File: config.mk
export PLATFORM = sky130hd
export DESIGN_NAME = rr_hold_arbiter
export DESIGN_NICKNAME = d
export VERILOG_FILES = /design/src/rtl/rr_hold_arbiter.sv
export SDC_FILE = /design/constraint.sdc
export NUM_CORES = 1
export LEC_CHECK = 0
export CAP_MARGIN = 20
export CORE_MARGIN = 5
export CORE_UTILIZATION = 40
export CTS_CLUSTER_DIAMETER = 80
export CTS_CLUSTER_SIZE = 20
export DETAILED_ROUTE_END_ITERATION = 10
export SYNTH_ARGS = -nofsm -noshare
export SYNTH_HDL_FRONTEND = slang
export SYNTH_SLANG_ARGS = --single-unit
File: constraint.sdc
create_clock -name clk -period 3.7 [get_ports clk]
set_input_delay 1.11 -clock clk [delete_from_list [all_inputs] [get_ports clk]]
set_output_delay 1.11 -clock clk [all_outputs]
set_load 0.01 [all_outputs]
File: src/rtl/rr_hold_arbiter.sv
// Round-robin arbiter with grant hold: the winner keeps the resource while it
// holds its request, up to MAX_HOLD cycles, then must pass through an idle cycle.
module rr_hold_arbiter #(
    parameter int unsigned N        = 4,
    parameter int unsigned MAX_HOLD = 8
) (
    input  logic                 clk,
    input  logic                 rst,
    input  logic                 en,
    input  logic [N-1:0]         req,
    output logic [N-1:0]         gnt,
    output logic                 gnt_valid,
    output logic [$clog2(N)-1:0] gnt_id,
    output logic                 timeout
);

    localparam int unsigned ID_W  = $clog2(N);
    localparam int unsigned CNT_W = (MAX_HOLD == 0) ? 1 : $clog2(MAX_HOLD + 1);

    typedef enum logic {
        IDLE = 1'b0,
        BUSY = 1'b1
    } state_e;

    state_e           state_q, state_d;
    logic [ID_W-1:0]  ptr_q, ptr_d;
    logic [CNT_W-1:0] hold_cnt_q, hold_cnt_d;
    logic [N-1:0]     gnt_q, gnt_d;
    logic             gnt_valid_q, gnt_valid_d;
    logic [ID_W-1:0]  gnt_id_q, gnt_id_d;
    logic             timeout_q, timeout_d;

    logic             found;
    logic [ID_W-1:0]  win;
    logic [ID_W:0]    sum;
    logic [ID_W-1:0]  next_ptr;

    // First requester at or after ptr in wrap order
    always_comb begin
        found = 1'b0;
        win   = '0;
        sum   = '0;
        for (int i = 0; i < N; i++) begin
            sum = {1'b0, ptr_q} + (ID_W+1)'(i);
            if (sum >= (ID_W+1)'(N)) begin
                sum = sum - (ID_W+1)'(N);
            end
            if (!found && req[sum[ID_W-1:0]]) begin
                found = 1'b1;
                win   = sum[ID_W-1:0];
            end
        end
    end

    assign next_ptr = (gnt_id_q == ID_W'(N - 1)) ? '0 : gnt_id_q + ID_W'(1);

    always_comb begin
        state_d     = state_q;
        ptr_d       = ptr_q;
        hold_cnt_d  = hold_cnt_q;
        gnt_d       = gnt_q;
        gnt_valid_d = gnt_valid_q;
        gnt_id_d    = gnt_id_q;
        timeout_d   = 1'b0;
        case (state_q)
            IDLE: begin
                gnt_d       = '0;
                gnt_valid_d = 1'b0;
                gnt_id_d    = '0;
                if (en && found) begin
                    state_d     = BUSY;
                    gnt_d[win]  = 1'b1;
                    gnt_valid_d = 1'b1;
                    gnt_id_d    = win;
                    hold_cnt_d  = CNT_W'(1);
                end
            end
            BUSY: begin
                // Release wins over timeout when both apply
                if (!en || !req[gnt_id_q]) begin
                    state_d     = IDLE;
                    gnt_d       = '0;
                    gnt_valid_d = 1'b0;
                    gnt_id_d    = '0;
                    ptr_d       = next_ptr;
                    hold_cnt_d  = '0;
                end else if (MAX_HOLD != 0 && hold_cnt_q == CNT_W'(MAX_HOLD)) begin
                    state_d     = IDLE;
                    gnt_d       = '0;
                    gnt_valid_d = 1'b0;
                    gnt_id_d    = '0;
                    ptr_d       = next_ptr;
                    hold_cnt_d  = '0;
                    timeout_d   = 1'b1;
                end else if (MAX_HOLD != 0 && hold_cnt_q != CNT_W'(MAX_HOLD)) begin
                    hold_cnt_d = hold_cnt_q + CNT_W'(1);
                end
            end
            default: begin
                state_d     = IDLE;
                gnt_d       = '0;
                gnt_valid_d = 1'b0;
                gnt_id_d    = '0;
                hold_cnt_d  = '0;
            end
        endcase
    end

    always_ff @(posedge clk or posedge rst) begin
        if (rst) begin
            state_q     <= IDLE;
            ptr_q       <= '0;
            hold_cnt_q  <= '0;
            gnt_q       <= '0;
            gnt_valid_q <= 1'b0;
            gnt_id_q    <= '0;
            timeout_q   <= 1'b0;
        end else begin
            state_q     <= state_d;
            ptr_q       <= ptr_d;
            hold_cnt_q  <= hold_cnt_d;
            gnt_q       <= gnt_d;
            gnt_valid_q <= gnt_valid_d;
            gnt_id_q    <= gnt_id_d;
            timeout_q   <= timeout_d;
        end
    end

    assign gnt       = gnt_q;
    assign gnt_valid = gnt_valid_q;
    assign gnt_id    = gnt_id_q;
    assign timeout   = timeout_q;

endmodule

# == Yosys cells after proc, flatten, opt, wreduce, memory -nomap -nowiden ==
# Cells that the tools add are included.
# op_classes
n_addsub,9
n_lt_le_gt_ge,11
n_eq_ne,6
muxes,50
bitwise_logic,1
reduce_logical,14
# op_table
op,count
2-to-1 mux 2 bit,14
2-to-1 mux 4 bit,7
less-than comparator 2 x 3 -> 1 bit (second input constant),6
2-to-1 mux 1 bit,18
case mux 4 bit (2 select lines),2
binary-select mux 1 bit (select 2 bit),5
greater-or-equal comparator 3 bit (second input constant),3
subtractor 2 x 1 -> 2 bit (second input constant),4
adder 2 x 2 -> 3 bit (second input constant),2
logical AND 1 bit,5
logical NOT 1 bit,5
adder 4 x 1 -> 4 bit (second input constant),1
equality test 4 bit (second input constant),1
!= test 4 x 1 -> 1 bit (second input constant),1
!= test 4 bit (second input constant),1
case mux 1 bit (2 select lines),2
case mux 2 bit (2 select lines),1
AND reduction 2 bit,2
adder 2 x 1 -> 3 bit (second input constant),1
greater-or-equal comparator 2 x 3 -> 1 bit (second input constant),1
!= test 3 x 1 -> 1 bit (second input constant),1
adder 2 x 1 -> 2 bit (second input constant),1
demux 1 bit (select 2 bit),1
equality test 2 bit (second input constant),1
5 further kinds,5
# totals
reg_bits,15
input_bits,7
output_inout_bits,8

# == Depth between registers and ports, before layout ==
# Gate-level depths: netlist of run 1.
# logic_depth
depth_word,20
ltp_mapped,6
ltp_nobuf,6

# == Worst setup path after synthesis of run 1 ==
# No wires, ideal clock.
# synth_timing
kind,input to register
from,input port req[3]
to,register ptr_q[0]
arrival_time_ps,1983
t_required_ps,3572
setup_slack_ps,1589
path_stages,4
path_buffers,0
cell_sequence,mux2i_1 o22ai_4 a21boi_2 mux2_1
# synth_via
elab_chain_cells,6
elab_cells_between_ends,7
cone_classes,mux: 3; reduce/logical: 4
# synth_lines
element,line_no,rtl
"start, declared",10,"input logic [N-1:0] req,"
binary-select mux 1 bit (select 2 bit) *,80,if (!en || !req[gnt_id_q]) begin
2-to-1 mux 1 bit (not written as such) *,80,
logical NOT 1 bit *,80,
logical OR 1 bit *,80,
nonzero test 2 bit (no line),--,
AND reduction 2 bit (no line),--,
"end signal, assigned",120,ptr_q <= ptr_d;
"end, declared",26,"logic [ID_W-1:0] ptr_q, ptr_d;"
# Every way passes the cells marked *; elsewhere a longest branch is shown, timed or not. The select of a mux whose other input is x is not followed.
# A chain may end at the register's enable or synchronous reset.

# == Worst setup path after layout of run 1 ==
# Ends and elaborated chain as after synthesis.

==> run_results.csv, run 1 <==
group,metric,value,unit
clock_network,cts_tree,"done",
clock_network,path_clk_slew,0.09,ns
final_layout,fin_nets,104,
drt,drc,0,
sta,rsz0062_at_grt,"no",
pwr,power.share.clock,16.3,%
setup_path,crit_type,"in2reg",
final_layout,final_layout_size_suffix_gt1_share,9.677,%
yosys,synth-xor-area-share,1.067,%
setup_path,end_kind,"flip-flop",
yosys,syn_inst,76,
floorplan,initial_core_util,41.84,%
floorplan,die_area,3058,µm²
pwr,internal_power,362.6,µW
yosys,yosysTopAreaCell,"dfrtp_1",
yosys,ys.flop_type,"dfrtp_1",
clock_network,postCtsSetupBuffers,0,
sta,finalHoldViolCount,0,
placed_design,placedCellCount,116,
min_path,hold_path_class,"reg2reg",
sta,min_period,2.480,ns
floorplan,die_w,55.30,µm
clock_network,cts_buffer_depth,2,
yosys,synth_mux_area_share,7.622,%
pwr,swShare,37.82,%
yosys,synth_compound_area_share,22.87,%
setup_path,path_cells,"clkdlybuf4s50_1 -> mux2i_1 -> o22ai_4 -> a21boi_2 -> mux2_1",
final_layout,multi_input_area,414.1,µm²
yosys,synth_edf_count,0,
sta,finClkSkew,0.003343,ns
placed_design,hpwl,1.273,mm
setup_path,crit_arrival,2.65,ns
clock_network,hold_buffers,0,
yosys,netlist_area,820.8,µm²
pwr,power_switching,220.5,µW
yosys,yosysUniqueCellTypes,32,
setup_path,cp.required,3.87,ns
setup_path,start_kind,"primary input",
drt,wl_per_cell,13.71,µm
sta,max_freq,403.2,MHz
clock_network,numCtsBuffers,3,
global_routing,antenna_found_initial,0,
yosys,ys_top_cells_by_area,"dfrtp_1 (46%), mux2i_1 (4.9%), ha_1 (4.6%)",
min_path,worstHoldStart,"hold_cnt_q[2]",
final_layout,num_antenna_cells,0,
yosys,synth.most_common_cell,"dfrtp_1",
drt,routed_wl,1.645,mm
yosys,synth_seq_area_share,45.73,%
setup_path,crit_path_top_delay_cell,"clkdlybuf4s50_1",
final_layout,finalNonFillerCells,120,
yosys,synth_top_family_by_area,"compound AO/OA/AOI/OAI gates",
outcome,status,"finished clean",
pwr,power_leakage,0.0004256,µW
clock_network,post_cts_resized,0,
clock_network,cts_max_level,1,
drt,vias,631,
global_routing,grt_pass1_wl,3.022,mm
drt,antenna_left,0,
sta,final.period_utilization,67.04,%
pwr,p_per_area,573.9,nW/µm²
sta,setup_viol,0,
floorplan,design.core.area,1962,µm²
pwr,power,583.1,µW
setup_path,reg2reg_to,"ptr_q[0]",
drt,vias_per_cell,5.258,
placed_design,port-buffer-count,14,
yosys,ys_ff_latch,15,
floorplan,fp-row-count,16,
final_layout,area_delta_synth_final,23.78,%
floorplan,die_h,55.30,µm
final_layout,regArea,375.4,µm²
clock_network,insertion_delay,0.29,ns
pwr,ir_drop,309.4,µV
drt,drt_iter0_drc,11,
sta,slew_headroom,62.39,%
sta,worst_pin_slew,0.5635,ns
final_layout,fillers,194,
global_routing,grt.overflow.total,0,
yosys,synth-simple-area-share,14.33,%
clock_network,cts_root_buf,"clkbuf_4",
global_routing,grt_start_max_net_pins,16,
sta,setup_tns,0,ns
setup_path,regToRegStartpoint,"gnt_id[0]",
yosys,ys_top_cells_by_count,"dfrtp_1 (15), inv_1 (7), nor2_1 (7), nand3_1 (5), mux2i_1 (4)",
setup_path,reg2reg_slack,2.05,ns
pwr,seqPwrFrac,43.7,%
sta,slew_viol_final,0,
yosys,yosysTopAreaCellShare,45.73,%
flow_run,max-cap-violations,0,
pwr,pwr-share-comb,40.0,%
drt,first_pass_iters,4,
setup_path,crit_fanout,9,
global_routing,grt_usage,12.53,%
placed_design,place_congestion,0.7324,
clock_network,cts.sinks,15,
yosys,synth_fa_ha_area_share,4.573,%
yosys,async_flop_share,100.0,%
setup_path,r2r_cells,4,
setup_path,slowest_delay,0.51,ns
yosys,ys.warnings.count,0,
yosys,avgSynthCellArea,10.80,µm²
yosys,syn_nets,86,
floorplan,pin_count,15,
min_path,hold_path_depth,1,
global_routing,grt_pass1_vias,667,
min_path,worstHoldEndpoint,"hold_cnt_q[2]",
==> sequential cells by signal, indices dropped and copies added (netlist names) <==
signal      flops
ptr_q           2
gnt_id          2
hold_cnt_q      4
gnt_valid       1
state_q         1
gnt             4
timeout         1
==> how the worst max path moves through the flow <==
stage / startpoint / endpoint / slack (ns) / cells after the start
detailed placement: req[3] / ptr_q[0] / 0.92 / 5
floorplan: req[3] / ptr_q[0] / 1.59 / 4
global route: req[1] / ptr_q[0] / 1.11 / 5
finish: req[3] / ptr_q[0] / 1.22 / 5
global placement: req[1] / ptr_q[1] / 0.95 / 5
CTS: req[3] / ptr_q[0] / 1.24 / 5
==> cells in the final DEF (no fill, tap or decap), types with 2 or more instances in the layout <==
master and n:
nor2_1 7, clkdlybuf4s50_1 14, and2_1 2, ha_1 3
nand2b_1 2, a22o_1 3, inv_1 7, dfrtp_1 15
clkbuf_4 3, nand3_1 5, mux2_1 2, nand2_1 3
a21oi_1 2, mux2i_1 4, a32o_1 2
==> logic make-up (layout without fill, tap and decap cells) <==
kind of cell | count (synthesis) | in the layout
muxes | 6 | 6
DFF | 15 | 15
and+or+nand+nor | 23 | 23
buffers and inverters | 8 | 25
adders and majority gates | 3 | 3
xor gates and xnor gates | 1 | 1
AOI/OAI and AO/OA | 20 | 20
==> per-layer routing <==
metal,part of all wire [%],track usage [%]
met1,47,15.71
met2,46,18.92
met3,4.9,3.963
met4,1.8,6.944
met5,0,0
==> worst max-delay path: cells and delay by family <==
family / cells / cell delay (ns)
multiplexers: 2 / 0.63
buffers and inverters: 1 / 0.51
AO/OA/AOI/OAI: 2 / 0.40
==> through the flow <==
stage | hold slack [ns] | util, % | worst slack [ns] | area, µm²
after global placement | 0.4866 | 50.45 | 0.9458 | 989.7
after detailed placement | 0.4860 | 50.45 | 0.9192 | 989.7
after floorplan | 0.4639 | - | 1.589 | 820.8
after global routing | 0.5417 | 51.79 | 1.108 | 1016
after CTS | 0.4983 | 51.79 | 1.236 | 1016
final | 0.4919 | 51.79 | 1.220 | 1016
==> power groups by stage <==
stage	logic [µW]	registers, µW	clock network [µW]
finish	233	255	95.1
global route	261	263	107
CTS	236	255	100
detailed placement	234	258	0
global placement	232	259	0
floorplan	156	251	0
==> area by class of cell <==
type | count | area share, %
multi-input cells | 53 | 40.76
clock buffers | 4 | 2.586
flip-flops and latches | 15 | 36.95
repair buffers | 14 | 13.79
inverters | 7 | 2.586
well taps | 27 | 3.325
No activity file was read; power rests on OpenSTA's default activity.
==> run 2, diff against run 1 <==
--- a/config.mk
+++ b/config.mk
@@ -11,6 +11,7 @@
 export CTS_CLUSTER_DIAMETER = 80
 export CTS_CLUSTER_SIZE = 20
 export DETAILED_ROUTE_END_ITERATION = 10
+export PLACE_DENSITY = 0.66
 export SYNTH_ARGS = -nofsm -noshare
 export SYNTH_HDL_FRONTEND = slang
 export SYNTH_SLANG_ARGS = --single-unit
==> constraint.sdc (replaced) <==
create_clock -name clk -period 2.1 [get_ports clk]
set_input_delay 0.63 -clock clk [delete_from_list [all_inputs] [get_ports clk]]
set_output_delay 0.63 -clock clk [all_outputs]
set_load 0.01 [all_outputs]
==> run 2 against run 1 <==
  * Cell area rose by 5.9%
  * Largest power group unchanged
  * Cell count increased by 6.7%
  * Critical path type is now reg2out
  * Critical path depth down 4
==> run_results.csv, run 2 (same netlist as run 1, synthesis figures left out) <==
group,metric,value,unit
min_path,hold_path_class,"reg2reg",
sta,setup_tns,0,ns
clock_network,cts_tree,"done",
setup_path,slowest_delay,0.59,ns
clock_network,cts_buffer_depth,2,
global_routing,antenna_found_initial,0,
clock_network,cts.sinks,15,
drt,antenna_left,0,
placed_design,place_congestion,0.7678,
sta,whs,0.5025,ns
clock_network,numCtsBuffers,3,
floorplan,pin_count,15,
placed_design,place_area,1050,µm²
sta,final.period_utilization,94.08,%
floorplan,die_h,55.30,µm
pwr,ir_drop,472.9,µV
global_routing,grt_usage,12.04,%
final_layout,fin_nets,112,
flow_run,max-cap-violations,0,
global_routing,grt_start_max_net_pins,16,
setup_path,path_cells,"clkdlybuf4s50_1",
clock_network,cts_root_buf,"clkbuf_4",
sta,min_period,1.976,ns
clock_network,path_clk_slew,0.09,ns
drt,drt_iter0_drc,6,
clock_network,post_cts_resized,0,
setup_path,crit_fanout,6,
clock_network,hold_buffers,0,
sta,rsz0062_at_grt,"no",
floorplan,initial_core_util,41.84,%
floorplan,die_w,55.30,µm
clock_network,cts_max_level,1,
placed_design,port-buffer-count,14,
setup_path,crit_family,"buffers and inverters",
setup_path,crit_type,"reg2out",
final_layout,num_antenna_cells,0,
sta,max_freq,506.2,MHz
final_layout,area_delta_synth_final,31.10,%
drt,first_pass_iters,3,
setup_path,worst-path-buf-inv,1,
global_routing,grt.overflow.total,0,
pwr,p_per_area,995.6,nW/µm²
sta,slew_headroom,61.93,%
final_layout,mostFrequentLayoutCell,"dfrtp_1",
drt,routed_wl,1.734,mm
sta,finalHoldViolCount,0,
final_layout,finish.instance_area,1076,µm²
setup_path,start_kind,"flip-flop",
pwr,power,1071,µW
sta,slew_viol_final,0,
pwr,power_leakage,0.0004650,µW
clock_network,insertion_delay,0.27,ns
final_layout,final_layout_size_suffix_gt1_share,16.83,%
sta,finClkSkew,0.0008151,ns
drt,wl_per_cell,13.55,µm
global_routing,grt_pass1_wl,3.056,mm
setup_path,cp.required,1.47,ns
drt,vias,662,
global_routing,grt_pass1_vias,686,
clock_network,postCtsSetupBuffers,0,
floorplan,design.core.area,1962,µm²
outcome,status,"finished clean",
setup_path,end_kind,"output pin",
sta,worst_pin_slew,0.5704,ns
floorplan,fp-row-count,16,
drt,drc,0,
final_layout,mostFrequentLayoutCells,"dfrtp_1 (15), clkdlybuf4s50_1 (14), buf_4 (8), nor2_1 (7), inv_1 (7)",
setup_path,crit_arrival,1.35,ns
placed_design,hpwl,1.384,mm
floorplan,die_area,3058,µm²
drt,vias_per_cell,5.172,
setup_path,crit_path_top_delay_cell,"clkdlybuf4s50_1",
sta,setup_viol,0,
-- run 2: changes by cell type in the layout (fill, tap and decap cells not counted), sizes merged --
cell	previous run	this run
buf	0	8
-- run 2: report_power, final --
group / internal (µW) / switching [µW] / leakage [µW]
combinational: 233 / 218 / 0.000253
clock: 73.4 / 90.9 / 0.0000150
sequential: 363 / 92.9 / 0.000197
total: 669 / 402 / 0.000465
-- run 2: layout make-up --
type	count	area [µm²]
tap	27	33.78
sequential	15	375.4
fill	195	885.9
inverter	7	26.28
clock buffer	4	26.28
multi-input combinational	53	414.1
timing repair buffer	22	200.2
-- run 2: worst paths after layout --
check	cells past startpoint	from	endpoint	slack, ns
setup / recovery	1	gnt_id[0]	gnt_id[0]	0.12
hold / removal	1	gnt[1]	gnt[1]	0.50
setup reg to reg	6	hold_cnt_q[0]	gnt_id[1]	0.44
hold reg to reg	1	gnt[1]	gnt[1]	0.50
max in group asynchronous	2	rst	gnt[0]	1.03
min in group asynchronous	2	rst	timeout	0.70
-- run 2: layer usage --
layer / vias to the layer above / track usage, % / share of wire [%]
met1: 319 / 16.59 / 47
met5: - / 0 / 0
met3: 2 / 3.030 / 3.6
met2: 10 / 18.92 / 48
li1: 331 / - / -
met4: 0 / 2.778 / 1.0
-- run 2: per-stage QoR --
step | setup WS, ns | util [%] | std cells
finish | 0.1244 | 54.85 | 128
global route | 0.04627 | 54.85 | 128
CTS | 0.1064 | 54.85 | 128
detailed placement | -0.1458 | 53.51 | 124
global placement | -0.1013 | 53.51 | 124
floorplan | 0.4690 | - | 76
==> run 3, diff against run 2 <==
--- a/config.mk
+++ b/config.mk
@@ -11,6 +11,7 @@
 export CTS_CLUSTER_DIAMETER = 80
 export CTS_CLUSTER_SIZE = 20
 export DETAILED_ROUTE_END_ITERATION = 10
+export GPL_TIMING_DRIVEN = 0
 export PLACE_DENSITY = 0.66
 export SYNTH_ARGS = -nofsm -noshare
 export SYNTH_HDL_FRONTEND = slang
==> run 3 against run 2 <==
  * Cell count decreased by 5.5%
  * Core utilization is 2.6 points lower
  * Largest cell class unchanged
  * Critical path type is now in2reg
  * Count of clock-buffer cells in the layout unchanged
  * Via count down 1.2%
==> run_results.csv, run 3 (same netlist as run 1, synthesis figures left out) <==
group,metric,value,unit
sta,slew_headroom,63.34,%
flow_run,max-cap-violations,0,
sta,worst_slack,0.06969,ns
sta,finalHoldViolCount,0,
setup_path,crit_arrival,2.19,ns
final_layout,regArea,375.4,µm²
sta,max_freq,492.5,MHz
floorplan,die_h,55.30,µm
global_routing,grt.overflow.total,0,
setup_path,crit_fanout,9,
drt,antenna_left,0,
final_layout,finalNonFillerCells,121,
placed_design,dp_slack,-0.2232,ns
clock_network,cts_tree,"done",
final_layout,final_layout_size_suffix_gt1_share,11.70,%
clock_network,cts_max_level,1,
pwr,power,1030,µW
global_routing,grt_pass1_wl,2.849,mm
sta,worst_pin_slew,0.5493,ns
final_layout,multi_input_area,417.9,µm²
sta,finClkSkew,0.001525,ns
global_routing,antenna_found_initial,0,
pwr,power_leakage,0.0004316,µW
clock_network,path_clk_slew,0.09,ns
floorplan,initial_core_util,41.84,%
drt,drt_iter0_drc,3,
sta,setup_viol,0,
final_layout,mostFrequentLayoutCell,"dfrtp_1",
outcome,status,"finished clean",
floorplan,die_w,55.30,µm
placed_design,place_congestion,0.7653,
floorplan,fp-row-count,16,
drt,routed_wl,1.662,mm
floorplan,pin_count,15,
pwr,ir_drop,599.8,µV
final_layout,fin_nets,105,
global_routing,grt_pass1_vias,661,
clock_network,insertion_delay,0.27,ns
placed_design,port-buffer-count,14,
clock_network,numCtsBuffers,3,
final_layout,area_delta_synth_final,24.85,%
placed_design,placedCellCount,117,
min_path,hold_path_class,"reg2reg",
placed_design,hpwl,1.246,mm
pwr,p_per_area,1005,nW/µm²
final_layout,mostFrequentLayoutCells,"dfrtp_1 (15), clkdlybuf4s50_1 (14), nor2_1 (7), inv_1 (7), nand3_1 (5)",
drt,first_pass_iters,4,
sta,min_period,2.030,ns
sta,final.period_utilization,96.68,%
clock_network,cts.sinks,15,
setup_path,crit_type,"in2reg",
global_routing,grt_start_max_net_pins,16,
final_layout,fillers,199,
global_routing,grt_usage,11.38,%
clock_network,cts_buffer_depth,2,
drt,vias_per_cell,5.405,
setup_path,start_kind,"primary input",
setup_path,cp.required,2.26,ns
floorplan,die_area,3058,µm²
drt,drc,0,
floorplan,design.core.area,1962,µm²
final_layout,fin_util,52.23,%
sta,slew_viol_final,0,
drt,vias,654,
drt,wl_per_cell,13.74,µm
sta,rsz0062_at_grt,"no",
final_layout,num_antenna_cells,0,
clock_network,cts_root_buf,"clkbuf_4",
setup_path,end_kind,"flip-flop",
[run 3: cell types whose count changed in the layout (fill, tap and decap cells not counted)]
cell and delta:
buf_2 +1, buf_4 -8, mux2i_1 -1, mux2i_2 +1
[run 3: worst max-delay path, cell delays in order]
cell	delay (ns)
clkdlybuf4s50_1	0.53
mux2i_2	0.27
o22ai_4	0.15
a21boi_2	0.26
mux2_1	0.35
[run 3: worst paths after layout]
| path | start | end | slack, ns | cells past startpoint |
|---|---|---|---|---|
| max | req[2] | ptr_q[0] | 0.07 | 5 |
| min | gnt[1] | gnt[1] | 0.49 | 1 |
| max reg2reg | gnt_id[0] | ptr_q[0] | 0.43 | 4 |
| min reg2reg | gnt[1] | gnt[1] | 0.49 | 1 |
| max in group asynchronous | rst | hold_cnt_q[0] | 1.04 | 2 |
| min in group asynchronous | rst | gnt_id[1] | 0.70 | 2 |
[run 3: layout make-up]
cell class	instances	area share, %
clock buffers	4	2.564
repair buffers	14	13.68
well taps	27	3.297
multi-input cells	53	40.78
plain buffers	1	0.4884
flip-flops and latches	15	36.63
inverters	7	2.564
[run 3: what timing repair did]
action	4_1_cts	5_1_grt
hold buffers	0	0
buffers inserted	0	0
gates resized for setup	0	1
endpoints found under the setup margin	0	2
[run 3: per-stage QoR]
step | TNS, ns | hold WS (ns) | area (µm²)
6_report | 0 | 0.4948 | 1025
5_1_grt | 0 | 0.5279 | 1025
4_1_cts | 0 | 0.5027 | 1021
3_5_place_dp | -1.178 | 0.4819 | 994.7
3_3_place_gp | -1.073 | 0.4828 | 994.7
2_1_floorplan | 0 | 0.4639 | 820.8
[run 3: power breakdown]
| group | switching [µW] | total, µW | leakage [µW] | internal, µW |
|---|---|---|---|---|
| registers | 76.7 | 439 | 0.000197 | 362 |
| clock network | 85.9 | 159 | 0.0000150 | 73.5 |
| logic | 222 | 432 | 0.000220 | 210 |
| total | 385 | 1030 | 0.000432 | 646 |
[run 3: per-layer routing]
layer / global-route usage, % / part of all wire, %
met1: 13.17 / 46
met3: 3.730 / 4.7
met5: 0 / 0
met2: 19.09 / 47
met4: 4.861 / 1.6
